[config.mk]
export PLATFORM = sky130hd
export DESIGN_NAME = ps2_frame_rx
export DESIGN_NICKNAME = d
export VERILOG_FILES = /design/src/rtl/ps2_pkg.sv /design/src/rtl/ps2_sync_edge.sv /design/src/rtl/ps2_frame_rx.sv
export SDC_FILE = /design/constraint.sdc
export NUM_CORES = 1
export LEC_CHECK = 0
export ABC_CLOCK_PERIOD_IN_PS = 4240
export CORE_ASPECT_RATIO = 1.5
export CORE_MARGIN = 2
export CORE_UTILIZATION = 55
export CTS_BUF_LIST = sky130_fd_sc_hd__clkbuf_4 sky130_fd_sc_hd__clkbuf_8
export DETAILED_ROUTE_END_ITERATION = 16
export HOLD_SLACK_MARGIN = 0.08
export PLACE_DENSITY = 0.88
export RECOVER_POWER = 25
export SLEW_MARGIN = 30
export SYNTH_ARGS = -nofsm -noshare
export SYNTH_HDL_FRONTEND = slang
export SYNTH_SLANG_ARGS = --single-unit
[constraint.sdc]
create_clock -name clk -period 4.24 [get_ports clk]
set_clock_uncertainty 0.05 [all_clocks]
set_input_delay 0.848 -clock clk [delete_from_list [all_inputs] [get_ports clk]]
set_output_delay 0.848 -clock clk [all_outputs]
set_load 0.05 [all_outputs]
[src/rtl/ps2_pkg.sv]
// Shared PS/2 definitions: receiver FSM states and frame constants.
package ps2_pkg;

    typedef enum logic [1:0] {
        IDLE,
        DATA,
        PARITY,
        STOP
    } ps2_state_e;

    localparam int          PS2_FRAME_BITS = 11;
    localparam logic [7:0]  PS2_BREAK_CODE = 8'hF0;

endpackage

[src/rtl/ps2_sync_edge.sv]
// Two-flop synchronisers for the PS/2 pins plus a falling-edge detector on the clock line.
module ps2_sync_edge (
    input  logic clk,
    input  logic clrn,
    input  logic ps2_clk,
    input  logic ps2_data,
    output logic clk_fall,
    output logic data_sync
);

    // [0],[1] synchronise; [2] holds the previous synchronised value for edge detection
    logic [2:0] clk_sync_q, clk_sync_d;
    logic [1:0] data_sync_q, data_sync_d;

    always_comb begin
        clk_sync_d  = {clk_sync_q[1:0], ps2_clk};
        data_sync_d = {data_sync_q[0], ps2_data};
    end

    always_ff @(posedge clk or negedge clrn) begin
        if (!clrn) begin
            clk_sync_q  <= '1;
            data_sync_q <= '1;
        end else begin
            clk_sync_q  <= clk_sync_d;
            data_sync_q <= data_sync_d;
        end
    end

    assign clk_fall  = clk_sync_q[2] & ~clk_sync_q[1];
    assign data_sync = data_sync_q[1];

endmodule

[src/rtl/ps2_frame_rx.sv]
// PS/2 device-to-host frame receiver: validates start/parity/stop, aborts stalled frames,
// and counts frame errors with saturation.
module ps2_frame_rx
    import ps2_pkg::*;
#(
    parameter int TIMEOUT_CYCLES = 10000
) (
    input  logic       clk,
    input  logic       clrn,
    input  logic       ps2_clk,
    input  logic       ps2_data,
    output logic       data_ready,
    output logic [7:0] scancode,
    output logic       frame_err,
    output logic [7:0] err_count
);

    localparam int CNT_W = (TIMEOUT_CYCLES > 1) ? $clog2(TIMEOUT_CYCLES) : 1;

    logic clk_fall;
    logic data_bit;

    ps2_sync_edge u_sync (
        .clk       (clk),
        .clrn      (clrn),
        .ps2_clk   (ps2_clk),
        .ps2_data  (ps2_data),
        .clk_fall  (clk_fall),
        .data_sync (data_bit)
    );

    ps2_state_e       state_q, state_d;
    logic [7:0]       shift_q, shift_d;
    logic [2:0]       bit_cnt_q, bit_cnt_d;
    logic             parity_q, parity_d;
    logic [CNT_W-1:0] idle_cnt_q, idle_cnt_d;
    logic [7:0]       scancode_q, scancode_d;
    logic             data_ready_q, data_ready_d;
    logic             frame_err_q, frame_err_d;
    logic [7:0]       err_cnt_q, err_cnt_d;
    logic             timeout;

    assign timeout = (idle_cnt_q == CNT_W'(TIMEOUT_CYCLES - 1));

    always_comb begin
        state_d      = state_q;
        shift_d      = shift_q;
        bit_cnt_d    = bit_cnt_q;
        parity_d     = parity_q;
        scancode_d   = scancode_q;
        data_ready_d = 1'b0;
        frame_err_d  = 1'b0;

        if (state_q == IDLE || clk_fall) idle_cnt_d = '0;
        else                              idle_cnt_d = idle_cnt_q + CNT_W'(1);

        // Edge is checked before timeout so a coincident edge always wins
        unique case (state_q)
            IDLE: begin
                if (clk_fall && !data_bit) begin
                    state_d   = DATA;
                    bit_cnt_d = '0;
                end
            end
            DATA: begin
                if (clk_fall) begin
                    shift_d   = {data_bit, shift_q[7:1]};
                    bit_cnt_d = bit_cnt_q + 3'd1;
                    if (bit_cnt_q == 3'd7) state_d = PARITY;
                end else if (timeout) begin
                    state_d     = IDLE;
                    frame_err_d = 1'b1;
                end
            end
            PARITY: begin
                if (clk_fall) begin
                    parity_d = data_bit;
                    state_d  = STOP;
                end else if (timeout) begin
                    state_d     = IDLE;
                    frame_err_d = 1'b1;
                end
            end
            STOP: begin
                if (clk_fall) begin
                    state_d = IDLE;
                    if (data_bit && ((^shift_q) ^ parity_q)) begin
                        scancode_d   = shift_q;
                        data_ready_d = 1'b1;
                    end else begin
                        frame_err_d = 1'b1;
                    end
                end else if (timeout) begin
                    state_d     = IDLE;
                    frame_err_d = 1'b1;
                end
            end
            default: state_d = IDLE;
        endcase

        err_cnt_d = err_cnt_q;
        if (frame_err_d && err_cnt_q != 8'hFF) err_cnt_d = err_cnt_q + 8'd1;
    end

    always_ff @(posedge clk or negedge clrn) begin
        if (!clrn) begin
            state_q      <= IDLE;
            shift_q      <= '0;
            bit_cnt_q    <= '0;
            parity_q     <= 1'b0;
            idle_cnt_q   <= '0;
            scancode_q   <= '0;
            data_ready_q <= 1'b0;
            frame_err_q  <= 1'b0;
            err_cnt_q    <= '0;
        end else begin
            state_q      <= state_d;
            shift_q      <= shift_d;
            bit_cnt_q    <= bit_cnt_d;
            parity_q     <= parity_d;
            idle_cnt_q   <= idle_cnt_d;
            scancode_q   <= scancode_d;
            data_ready_q <= data_ready_d;
            frame_err_q  <= frame_err_d;
            err_cnt_q    <= err_cnt_d;
        end
    end

    assign data_ready = data_ready_q;
    assign scancode   = scancode_q;
    assign frame_err  = frame_err_q;
    assign err_count  = err_cnt_q;

endmodule

# Word level (Yosys, flattened, before mapping)

Cells that the tools add are included.

$add $sub $neg: 3
Multiplexer cells: 19
Equality and inequality tests: 9
Bitwise gates (word level): 3
Reductions and logical operators: 14

Operators by type and width:

| operator                | count |
|---|---|
| $add A14 B1 Y14 const B | 1 |
| $eq A14 B14 Y1 const B  | 1 |
| $mux W14                | 1 |
| $mux W2                 | 6 |
| $add A8 B1 Y8 const B   | 1 |
| $ne A8 B8 Y1 const B    | 1 |
| $pmux W2 S4             | 1 |
| $reduce_xor A8 Y1       | 1 |
| $mux W1                 | 7 |
| $mux W3                 | 2 |
| $pmux W3 S2             | 1 |
| $reduce_and A2 Y1       | 3 |
| $reduce_and A3 Y1       | 2 |
| $eq A2 B2 Y1 const B    | 2 |
| $add A3 B1 Y3 const B   | 1 |
| $eq A3 B3 Y1 const B    | 1 |
| $logic_and A1 B1 Y1     | 3 |
| $ne A3 B3 Y1 const B    | 1 |
| $eq A2 B1 Y1 const B    | 1 |
| $logic_not A2 Y1        | 1 |
| $ne A2 B1 Y1 const B    | 1 |
| $ne A2 B2 Y1 const B    | 1 |
| $pmux W1 S2             | 1 |
| $reduce_bool A2 Y1      | 1 |
| 6 further kinds         | 6 |

Register bits: 51
Word-level logic and storage cells: 59

# Longest topological paths before layout

Gate-level depths: netlist of run 1.

Word-level depth: 7
Gate-level depth with buffers: 8
Gate-level depth less buffers: 7

# Modules after synthesis

From an unflattened synthesis of run 1, not the netlist that was laid out.

Cell total of the unflattened synthesis: 193
Area, all modules: 2341.0 µm²

By module, submodules not included:

| module        | sequential area each (µm²) | cells each | instances | area an instance (µm²) |
|---|---|---|---|---|
| ps2_frame_rx  | 1151.1                     | 187        | 1         | 2195.9 |
| ps2_sync_edge | 131.4                      | 6          | 1         | 145.1 |

# Worst setup path before layout of run 1

OpenSTA, ideal clock, no wires.

Path type: flip-flop to flip-flop
Start: register idle_cnt_q[4]
End: register err_cnt_q[1], in the netlist err_count[1]
Path buffers: 0
Library setup time: 0.125 ns
Setup slack: 1.961 ns
Data required time: 4.065 ns
Arrival: 2.104 ns
Cell stages (with the launch flop): 6
Clock period less this slack: 2.279 ns
Path through: dfrtp_1 > or4b_1 > or3_4 > a211oi_4 > nand3_2 > mux2_4

Cells in the longest elaborated chain, start to end: 5
Elaborated cells between the ends (all ways): 6
Classes of those cells: eq/ne (1); mux (4); reduce/logical (1)

Ends and longest elaborated chain:

| what                       | line                                                       | text |
|---|---|---|
| from (decl)                | ps2_frame_rx.sv:36                                         | `logic [CNT_W-1:0] idle_cnt_q, idle_cnt_d;` |
| from (signal assigned)     | ps2_frame_rx.sv:121                                        | `idle_cnt_q <= idle_cnt_d;` |
| $eq A14 B14 Y1 *           | ps2_frame_rx.sv:43                                         | `assign timeout = (idle_cnt_q == CNT_W'(TIMEOUT_CYCLES - 1));` |
| $mux W1 *                  | ps2_frame_rx.sv:70, ps2_frame_rx.sv:79, ps2_frame_rx.sv:93 |  |
| $mux W1 (on tied branches) | ps2_frame_rx.sv:85, ps2_frame_rx.sv:76                     |  |
| $pmux W1 S2 *              | ps2_frame_rx.sv:58                                         | `unique case (state_q)` |
| $logic_and A1 B1 Y1 *      | ps2_frame_rx.sv:102                                        | `if (frame_err_d && err_cnt_q != 8'hFF) err_cnt_d = err_cnt_q + 8'd1;` |
| to (signal assigned)       | ps2_frame_rx.sv:125                                        | `err_cnt_q <= err_cnt_d;` |
| to (decl)                  | ps2_frame_rx.sv:40                                         | `logic [7:0] err_cnt_q, err_cnt_d;` |

Every way passes the cells marked *; elsewhere a longest branch is shown, timed or not.
A chain may end at the register's enable or synchronous reset.

# Worst setup path in the final report of run 1

Start: register err_cnt_q[2], in the netlist err_count[2]
End: output port err_count[2]

RTL lines:

| what      | line               | text |
|---|---|---|
| to (decl) | ps2_frame_rx.sv:15 | `output logic [7:0] err_count` |

No word-level cell between the ends.

==> flow_metrics.py, run 1 <==
metrics = {
    "outcome": {
        "status": "completed",
    },
    "floorplan": {
        "initial_core_util_pct": 56.20,
        "top_level_ports": 22,
        "dieArea_um2": 4774,
        "coreArea_um2": 4136,
        "fp-row-count": 29,
        "fp.dieW_um": 57.09,
        "die_h_um": 83.63,
    },
    "min_path": {
        "min_to": "u_sync.data_sync_q[1]",
        "hp-class": "reg2reg",
        "hold_path_depth": 0,
        "min_from": "u_sync.data_sync_q[0]",
    },
    "worst_setup_path": {
        "timing.rr.start": "idle_cnt_q[4]",
        "rr_worst_depth": 5,
        "arrival_ps": 1600,
        "cpLargestDelayFamily": "buffers and inverters",
        "crit_slowest_cell": "clkdlybuf4s50_1",
        "r2r_end": "err_count[1]",
        "startpoint_type": "register",
        "critical-path-max-stage-delay_ps": 840,
        "cp_cell_sequence": "clkdlybuf4s50_1",
        "cp_max_fo": 6,
        "crit_buf_inv": 1,
        "criticalPathCategory": "reg2out",
        "endpoint_kind": "primary output",
        "r2r_slack_ps": 1810,
        "required_ps": 3340,
    },
    "clocking": {
        "htree_levels": 2,
        "holdBufCountCts": 0,
        "cts_tree": "yes",
        "clkTransAtPathRegs_ps": 90,
        "cts_resized": 0,
        "root_buffer": "clkbuf_8",
        "clkLatencyLatePin_ps": 310,
        "cts_buffers": 5,
        "clk_path_buf_depth": 2,
        "clock-sinks": 51,
        "cts_setup_buffers": 0,
    },
    "route": {
        "wl_met1_um": 1586,
        "antenna_left": 0,
        "top_layer_used": "met4",
        "routed_via_density": 5.699,
        "wl_um": 4046,
        "wl_met2_um": 2242,
        "drc": 0,
        "dr_total_vias": 1533,
        "firstDrtPassIters": 4,
        "route.met3.wl_um": 109,
        "wl_per_cell_um": 15.04,
        "drt_iter0_drc": 37,
    },
    "timing": {
        "drv_slew": 0,
        "period_share_pct": 58.84,
        "setup_viol": 0,
        "relSlewSlack_pct": 58.13,
        "fmaxAchievable_ghz": 0.4008,
        "fin_crit_ps": 2495,
        "worst_pin_slew_ps": 628.1,
        "rsz0062_at_grt": "no",
        "setup_ws_ps": 1745,
        "hold_viol": 0,
        "finalSetupTns_ps": 0,
    },
    "synth": {
        "synth_fp_nets": 208,
        "ys_ff_latch": 51,
        "yosys_warnings": 0,
        "syn_inst": 196,
        "ys_types": 35,
        "avgSynthCellArea_um2": 11.86,
        "netlist_area_um2": 2325,
        "synth-seq-area-share_pct": 55.17,
    },
    "layout": {
        "syn_to_final_growth_pct": 15.34,
        "final_cells": 269,
        "nets": 234,
        "antenna_cells": 0,
        "drive_above_1_share_pct": 16.59,
        "fin_util_pct": 64.82,
        "fillers": 311,
    },
    "power_and_ir_drop": {
        "max-vdd-ir-drop_v": 0.0004242,
        "leakagePower_uw": 0.001180,
        "p_per_area_nw_per_um2": 507.6,
    },
    "global_route": {
        "grt_pass1_wl_um": 7189,
        "track_usage_pct": 19.35,
        "grt_overflow": 0,
        "antenna_found_initial": 0,
        "grt_start_max_net_pins": 52,
        "grt_pass1_vias": 1629,
    },
    "placed_design": {
        "dpl.cell_count": 261,
        "numPortBuffers": 21,
        "hpwl_um": 2805,
        "gp_congestion": 0.8416,
        "place_ws_ps": 1810,
    },
    "flow_run": {
        "cap_violations": 0,
    },
}
[how the worst max path moves through the flow]
stage	startpoint	to	slack [ps]	cells past startpoint
CTS	err_count[2]	err_count[2]	1740	1
global placement	idle_cnt_q[4]	err_count[1]	1880	5
floorplan	idle_cnt_q[4]	err_count[1]	1960	5
global route	idle_cnt_q[4]	err_count[1]	1680	5
detailed placement	idle_cnt_q[4]	err_count[1]	1810	5
finish	err_count[2]	err_count[2]	1750	1
[Yosys cell counts, drive strengths merged]
cell,instances,share of area (%)
nand4,9,2.4
or4,1,0.32
and3,4,1.1
a31oi,1,0.27
mux2,18,8.9
a211o,1,0.38
dfstp,5,5.7
nand2b,1,0.27
dfrtp,46,50
a211oi,1,0.86
ha,8,4.3
or4b,1,0.43
or3,4,1.3
a41oi,1,0.38
xnor3,1,0.97
and4,1,0.38
clkbuf,2,0.32
a32o,2,0.86
o21a,1,0.32
nor3,2,0.43
inv,7,1.1
nor2,20,3.3
nor2b,2,0.54
or2b,1,0.38
nand3,8,1.9
xor2,8,3.0
nand2,12,1.9
and2,1,0.32
xnor2,14,5.3
o21ai,7,1.5
a21oi,6,1.3
[layout make-up]
| class | count | area (um2) | area share (%) |
|---|---|---|---|
| multi-input combinational | 136 | 1008 | 37.61 |
| tap | 46 | 57.56 | 2.147 |
| inverter | 7 | 26.28 | 0.9799 |
| clock buffer | 6 | 82.58 | 3.080 |
| sequential | 51 | 1282 | 47.83 |
| clock inverter | 2 | 16.27 | 0.6066 |
| timing repair buffer | 21 | 207.7 | 7.746 |
[stage by stage]
step	instance area [um2]	hold slack [ps]	power (uW)
4_1_cts	2681	315.3	1374
3_5_place_dp	2582	299.0	1075
6_report	2681	307.3	1361
3_3_place_gp	2580	295.5	1050
5_1_grt	2681	324.6	1447
2_1_floorplan	2325	295.2	963.4
[per-layer routing]
metal  up-vias  track usage, %
met3        10           4.651
met4         0           9.937
met1       765           21.71
li1        730               -
met5         -               0
met2        28           33.23
[placed cells by master (no fill, tap or decap), types with 2 or more instances in the layout]
master / n
and3_1: 4
nor3_1: 2
dlygate4sd3_1: 2
o21ai_0: 7
a21oi_1: 6
mux2_2: 17
nor2_1: 19
nand4_1: 9
clkbuf_8: 6
dfstp_2: 4
clkdlybuf4s50_1: 18
nand2_1: 12
nand3_1: 7
nor2b_1: 2
inv_1: 7
dfrtp_1: 46
or3_1: 3
xnor2_1: 14
ha_1: 8
xor2_1: 8
a32o_1: 2
[state kept, by name, indices dropped and copies added, names as in the netlist, 2 cells and up]
signal	count
shift_q	8
u_sync.data_sync_q	2
bit_cnt_q	3
scancode	8
err_count	8
u_sync.clk_sync_q	3
idle_cnt_q	14
state_q	2
[logic make-up after synthesis]
family                     count (synthesis)  synth area share [%]
AOI/OAI and AO/OA                         20                 5.867
xor gates and xnor gates                  23                 9.257
adders and majority gates                  8                 4.306
buffers and inverters                      9                 1.454
DFF                                       51                 55.17
muxes                                     18                 8.880
and+or+nand+nor                           67                 15.07
[power by group]
group | total, uW | internal (uW) | switching, uW
combinational | 444 | 194 | 249
sequential | 621 | 556 | 65.4
clock | 296 | 133 | 163
total | 1360 | 883 | 478
No activity file was read; power rests on OpenSTA's default activity.
==> run 2: changes to the inputs <==
Settings changed: ABC_CLOCK_PERIOD_IN_PS 4240 to 2400.
Clock period 4.24 ns to 2.4 ns, I/O delays scaled along.
==> flow_metrics.py, run 2 (same netlist as run 1, synthesis figures left out) <==
metrics = {
    "route": {
        "dr_total_vias": 1562,
        "wl_per_cell_um": 15.24,
        "firstDrtPassIters": 4,
        "drt_iter0_drc": 42,
        "routed_via_density": 5.659,
        "drc": 0,
        "wl_um": 4206,
        "antenna_left": 0,
    },
    "min_path": {
        "min_to": "u_sync.clk_sync_q[1]",
        "hp-class": "reg2reg",
        "min_from": "u_sync.clk_sync_q[0]",
        "hold_path_depth": 0,
    },
    "worst_setup_path": {
        "timing.rr.start": "idle_cnt_q[6]",
        "r2r_end": "err_count[6]",
        "criticalPathCategory": "reg2reg",
        "required_ps": 2520,
        "endpoint_kind": "register",
        "cp_max_fo": 6,
        "r2r_slack_ps": 160,
        "startpoint_type": "register",
        "rr_worst_depth": 6,
        "arrival_ps": 2370,
    },
    "clocking": {
        "clock-sinks": 51,
        "htree_levels": 2,
        "cts_setup_buffers": 0,
        "holdBufCountCts": 0,
        "cts_resized": 0,
        "root_buffer": "clkbuf_8",
        "clkTransAtPathRegs_ps": 80,
        "clk_path_buf_depth": 2,
        "cts_buffers": 5,
        "cts_tree": "yes",
        "clkLatencyLatePin_ps": 300,
    },
    "timing": {
        "fin_crit_ps": 2244,
        "fmaxAchievable_ghz": 0.4455,
        "setup_viol": 0,
        "period_share_pct": 93.52,
        "drv_slew": 0,
        "hold_viol": 0,
        "rsz0062_at_grt": "no",
        "relSlewSlack_pct": 6.109,
        "finalSetupTns_ps": 0,
        "worst_pin_slew_ps": 1408,
    },
    "placed_design": {
        "numPortBuffers": 21,
        "gp_congestion": 0.7886,
        "dpl.cell_count": 268,
        "hpwl_um": 2957,
        "place_area_um2": 2633,
    },
    "global_route": {
        "grt_overflow": 0,
        "grt_start_max_net_pins": 28,
        "grt_pass1_wl_um": 7203,
        "antenna_found_initial": 0,
        "track_usage_pct": 19.69,
        "grt_pass1_vias": 1614,
    },
    "floorplan": {
        "initial_core_util_pct": 56.20,
        "die_h_um": 83.63,
        "fp-row-count": 29,
        "top_level_ports": 22,
        "fp.dieW_um": 57.09,
        "dieArea_um2": 4774,
        "coreArea_um2": 4136,
    },
    "layout": {
        "final_cell_mix": "46 x dfrtp_1, 19 x nor2_1, 18 x clkdlybuf4s50_1",
        "final_cells": 276,
        "drive_above_1_share_pct": 18.70,
        "largest_register_ffs": 14,
        "nets": 241,
        "top_register": "idle_cnt_q",
        "layout_commonest_cell": "dfrtp_1",
        "fin_util_pct": 66.45,
        "antenna_cells": 0,
        "final_cell_area_um2": 2749,
        "syn_to_final_growth_pct": 18.25,
    },
    "power_and_ir_drop": {
        "leakagePower_uw": 0.001226,
        "p_per_area_nw_per_um2": 922.2,
        "max-vdd-ir-drop_v": 0.0007061,
    },
    "outcome": {
        "status": "completed",
    },
    "flow_run": {
        "cap_violations": 0,
    },
}
[run 2: routing by layer]
metal  track usage, %  share of wire [%]
met2            33.54                 54
met5                0                  0
met1            22.30                 40
met3            4.806                3.0
met4            10.15                2.8
[run 2: layout make-up]
| type | instances | area (um2) |
|---|---|---|
| clock inverter | 2 | 35.03 |
| inverter | 7 | 26.28 |
| tap | 46 | 57.56 |
| fill | 304 | 1388 |
| multi-input combinational | 136 | 1008 |
| sequential | 51 | 1282 |
| clock buffer | 6 | 82.58 |
| timing repair buffer | 28 | 256.5 |
[run 2: worst max-delay path by stage]
stage                       start      endpoint  slack, ps
floorplan           idle_cnt_q[4]  err_count[1]        120
global placement    idle_cnt_q[4]  err_count[1]        240
detailed placement  idle_cnt_q[4]  err_count[6]        170
CTS                    shift_q[2]  err_count[6]        140
global route           shift_q[2]  err_count[6]         20
finish              idle_cnt_q[6]  err_count[6]        160
[run 2: worst max-delay path, cell delays in order, from the launching register on]
cell and delay (ps):
dfrtp_1 420, or4b_1 490, or3_4 440, a211oi_4 280
buf_4 190, and2_2 140, a41oi_1 110
[run 2: metrics by stage]
step / worst slack (ps) / power [uW] / hold slack, ps
floorplan: 120.5 / 1702 / 134.4
global placement: 243.6 / 1901 / 296.3
detailed placement: 174.6 / 1929 / 303.5
CTS: 143.0 / 2554 / 140.6
global route: 23.20 / 2683 / 327.9
finish: 155.5 / 2535 / 320.5
[run 2: where the power goes]
part / switching [uW] / total, uW / internal (uW)
logic: 461 / 840 / 378
registers: 108 / 1090 / 982
clock network: 268 / 606 / 337
total: 838 / 2540 / 1700
==> run 3: changes to the inputs <==
Settings changed: CELL_PAD_IN_SITES_DETAIL_PLACEMENT set to 0, CELL_PAD_IN_SITES_GLOBAL_PLACEMENT set to 1, CORE_MARGIN 2 to 3, CORE_UTILIZATION 55 to 47, PLACE_DENSITY 0.88 to 0.92.
==> flow_metrics.py, run 3 (same netlist as run 1, synthesis figures left out) <==
metrics = {
    "worst_setup_path": {
        "cp_max_fo": 7,
        "criticalPathCategory": "reg2reg",
        "arrival_ps": 2290,
        "r2r_slack_ps": 230,
        "endpoint_kind": "register",
        "startpoint_type": "register",
        "required_ps": 2520,
    },
    "clocking": {
        "cts_buffers": 5,
        "clk_path_buf_depth": 2,
        "clkLatencyLatePin_ps": 300,
        "htree_levels": 2,
        "clkTransAtPathRegs_ps": 90,
        "root_buffer": "clkbuf_8",
        "cts_tree": "yes",
        "clock-sinks": 51,
        "cts_setup_buffers": 0,
    },
    "placed_design": {
        "numPortBuffers": 21,
        "hpwl_um": 2868,
        "dpl.cell_count": 286,
        "gp_congestion": 0.8143,
    },
    "timing": {
        "fmaxAchievable_ghz": 0.4606,
        "hold_viol": 0,
        "drv_slew": 0,
        "fin_crit_ps": 2171,
        "worst_pin_slew_ps": 840.5,
        "finalSetupTns_ps": 0,
        "rsz0062_at_grt": "no",
        "relSlewSlack_pct": 43.96,
        "period_share_pct": 90.46,
        "setup_viol": 0,
    },
    "floorplan": {
        "dieArea_um2": 5844,
        "fp-row-count": 30,
        "die_h_um": 92.14,
        "coreArea_um2": 4654,
        "fp.dieW_um": 63.43,
        "initial_core_util_pct": 49.95,
        "top_level_ports": 22,
    },
    "route": {
        "routed_via_density": 5.105,
        "wl_um": 3871,
        "drc": 0,
        "drt_iter0_drc": 24,
        "wl_per_cell_um": 13.12,
        "antenna_left": 0,
        "firstDrtPassIters": 4,
        "dr_total_vias": 1506,
    },
    "layout": {
        "largest_register_ffs": 14,
        "layout_commonest_cell": "dfrtp_1",
        "syn_to_final_growth_pct": 19.38,
        "final_cell_mix": "46 x dfrtp_1, 19 x nor2_1, 18 x clkdlybuf4s50_1",
        "final_cells": 295,
        "fin_util_pct": 59.62,
        "nets": 242,
        "drive_above_1_share_pct": 18.61,
        "top_register": "idle_cnt_q",
        "antenna_cells": 0,
    },
    "global_route": {
        "grt_overflow": 0,
        "track_usage_pct": 14.84,
        "grt_pass1_wl_um": 6955,
        "grt_start_max_net_pins": 21,
        "grt_pass1_vias": 1562,
        "antenna_found_initial": 0,
    },
    "outcome": {
        "status": "completed",
    },
    "power_and_ir_drop": {
        "max-vdd-ir-drop_v": 0.0004886,
        "leakagePower_uw": 0.001223,
        "p_per_area_nw_per_um2": 902.7,
    },
    "min_path": {
        "hp-class": "reg2reg",
    },
    "flow_run": {
        "cap_violations": 0,
    },
}
run 3: changes by cell type in the layout (fill, tap and decap cells not counted):
cell	delta
clkbuf_8	-1
dlygate4sd3_1	+1
clkbuf_4	+1
buf_4	-1
clkbuf_2	+1
clkinvlp_4	+1
clkinv_2	-1
run 3: path summary, 6_finish.rpt:
kind	from	to	cells past startpoint
max	idle_cnt_q[4]	err_count[6]	6
min	u_sync.clk_sync_q[0]	u_sync.clk_sync_q[1]	0
max reg2reg	idle_cnt_q[4]	err_count[6]	6
min reg2reg	u_sync.clk_sync_q[0]	u_sync.clk_sync_q[1]	0
max in group asynchronous	clrn	u_sync.data_sync_q[0]	3
min in group asynchronous	clrn	idle_cnt_q[0]	2
run 3: layout make-up:
type,count,area [um2]
repair buffers,29,264.0
flip-flops and latches,51,1282
clock buffers,6,76.32
fillers,423,1879
clock inverters,2,37.54
inverters,7,26.28
multi-input cells,136,1008
well taps,64,80.08
run 3: worst max-delay path, stage by stage (launching register included):
cell      delay (ps)
dfrtp_1          380
or4b_1           510
or3_4            430
a211oi_4         240
buf_4            180
and2_2           150
a41oi_1          110
run 3: through the flow:
| step | worst slack [ps] | hold WS (ps) | power, uW | instance area [um2] |
|---|---|---|---|---|
| 3_5_place_dp | 238.1 | 301.7 | 1932 | 2655 |
| 6_report | 228.9 | 317.0 | 2505 | 2775 |
| 4_1_cts | 211.4 | 315.2 | 2540 | 2779 |
| 2_1_floorplan | 120.5 | 134.4 | 1702 | 2325 |
| 5_1_grt | 120.2 | 317.3 | 2669 | 2775 |
| 3_3_place_gp | 261.1 | 296.5 | 1915 | 2655 |
run 3: per-layer routing:
layer	GRT usage [%]	wire length [um]	vias to the layer above
met3	2.941	102	6
met5	0	0	-
met1	17.58	1685	732
li1	-	-	750
met4	4.324	53	0
met2	26.77	2029	18
run 3: report_power, final:
| group | switching [uW] | total (uW) | internal, uW |
|---|---|---|---|
| Sequential | 109 | 1090 | 982 |
| Combinational | 442 | 821 | 379 |
| Clock | 272 | 594 | 322 |
| Total | 823 | 2510 | 1680 |
run 3: timing repair:
| item | CTS | global route |
|---|---|---|
| gates resized for setup | 0 | 0 |
| endpoints found under the hold margin | 14 | 0 |
| hold buffers | 1 | 0 |
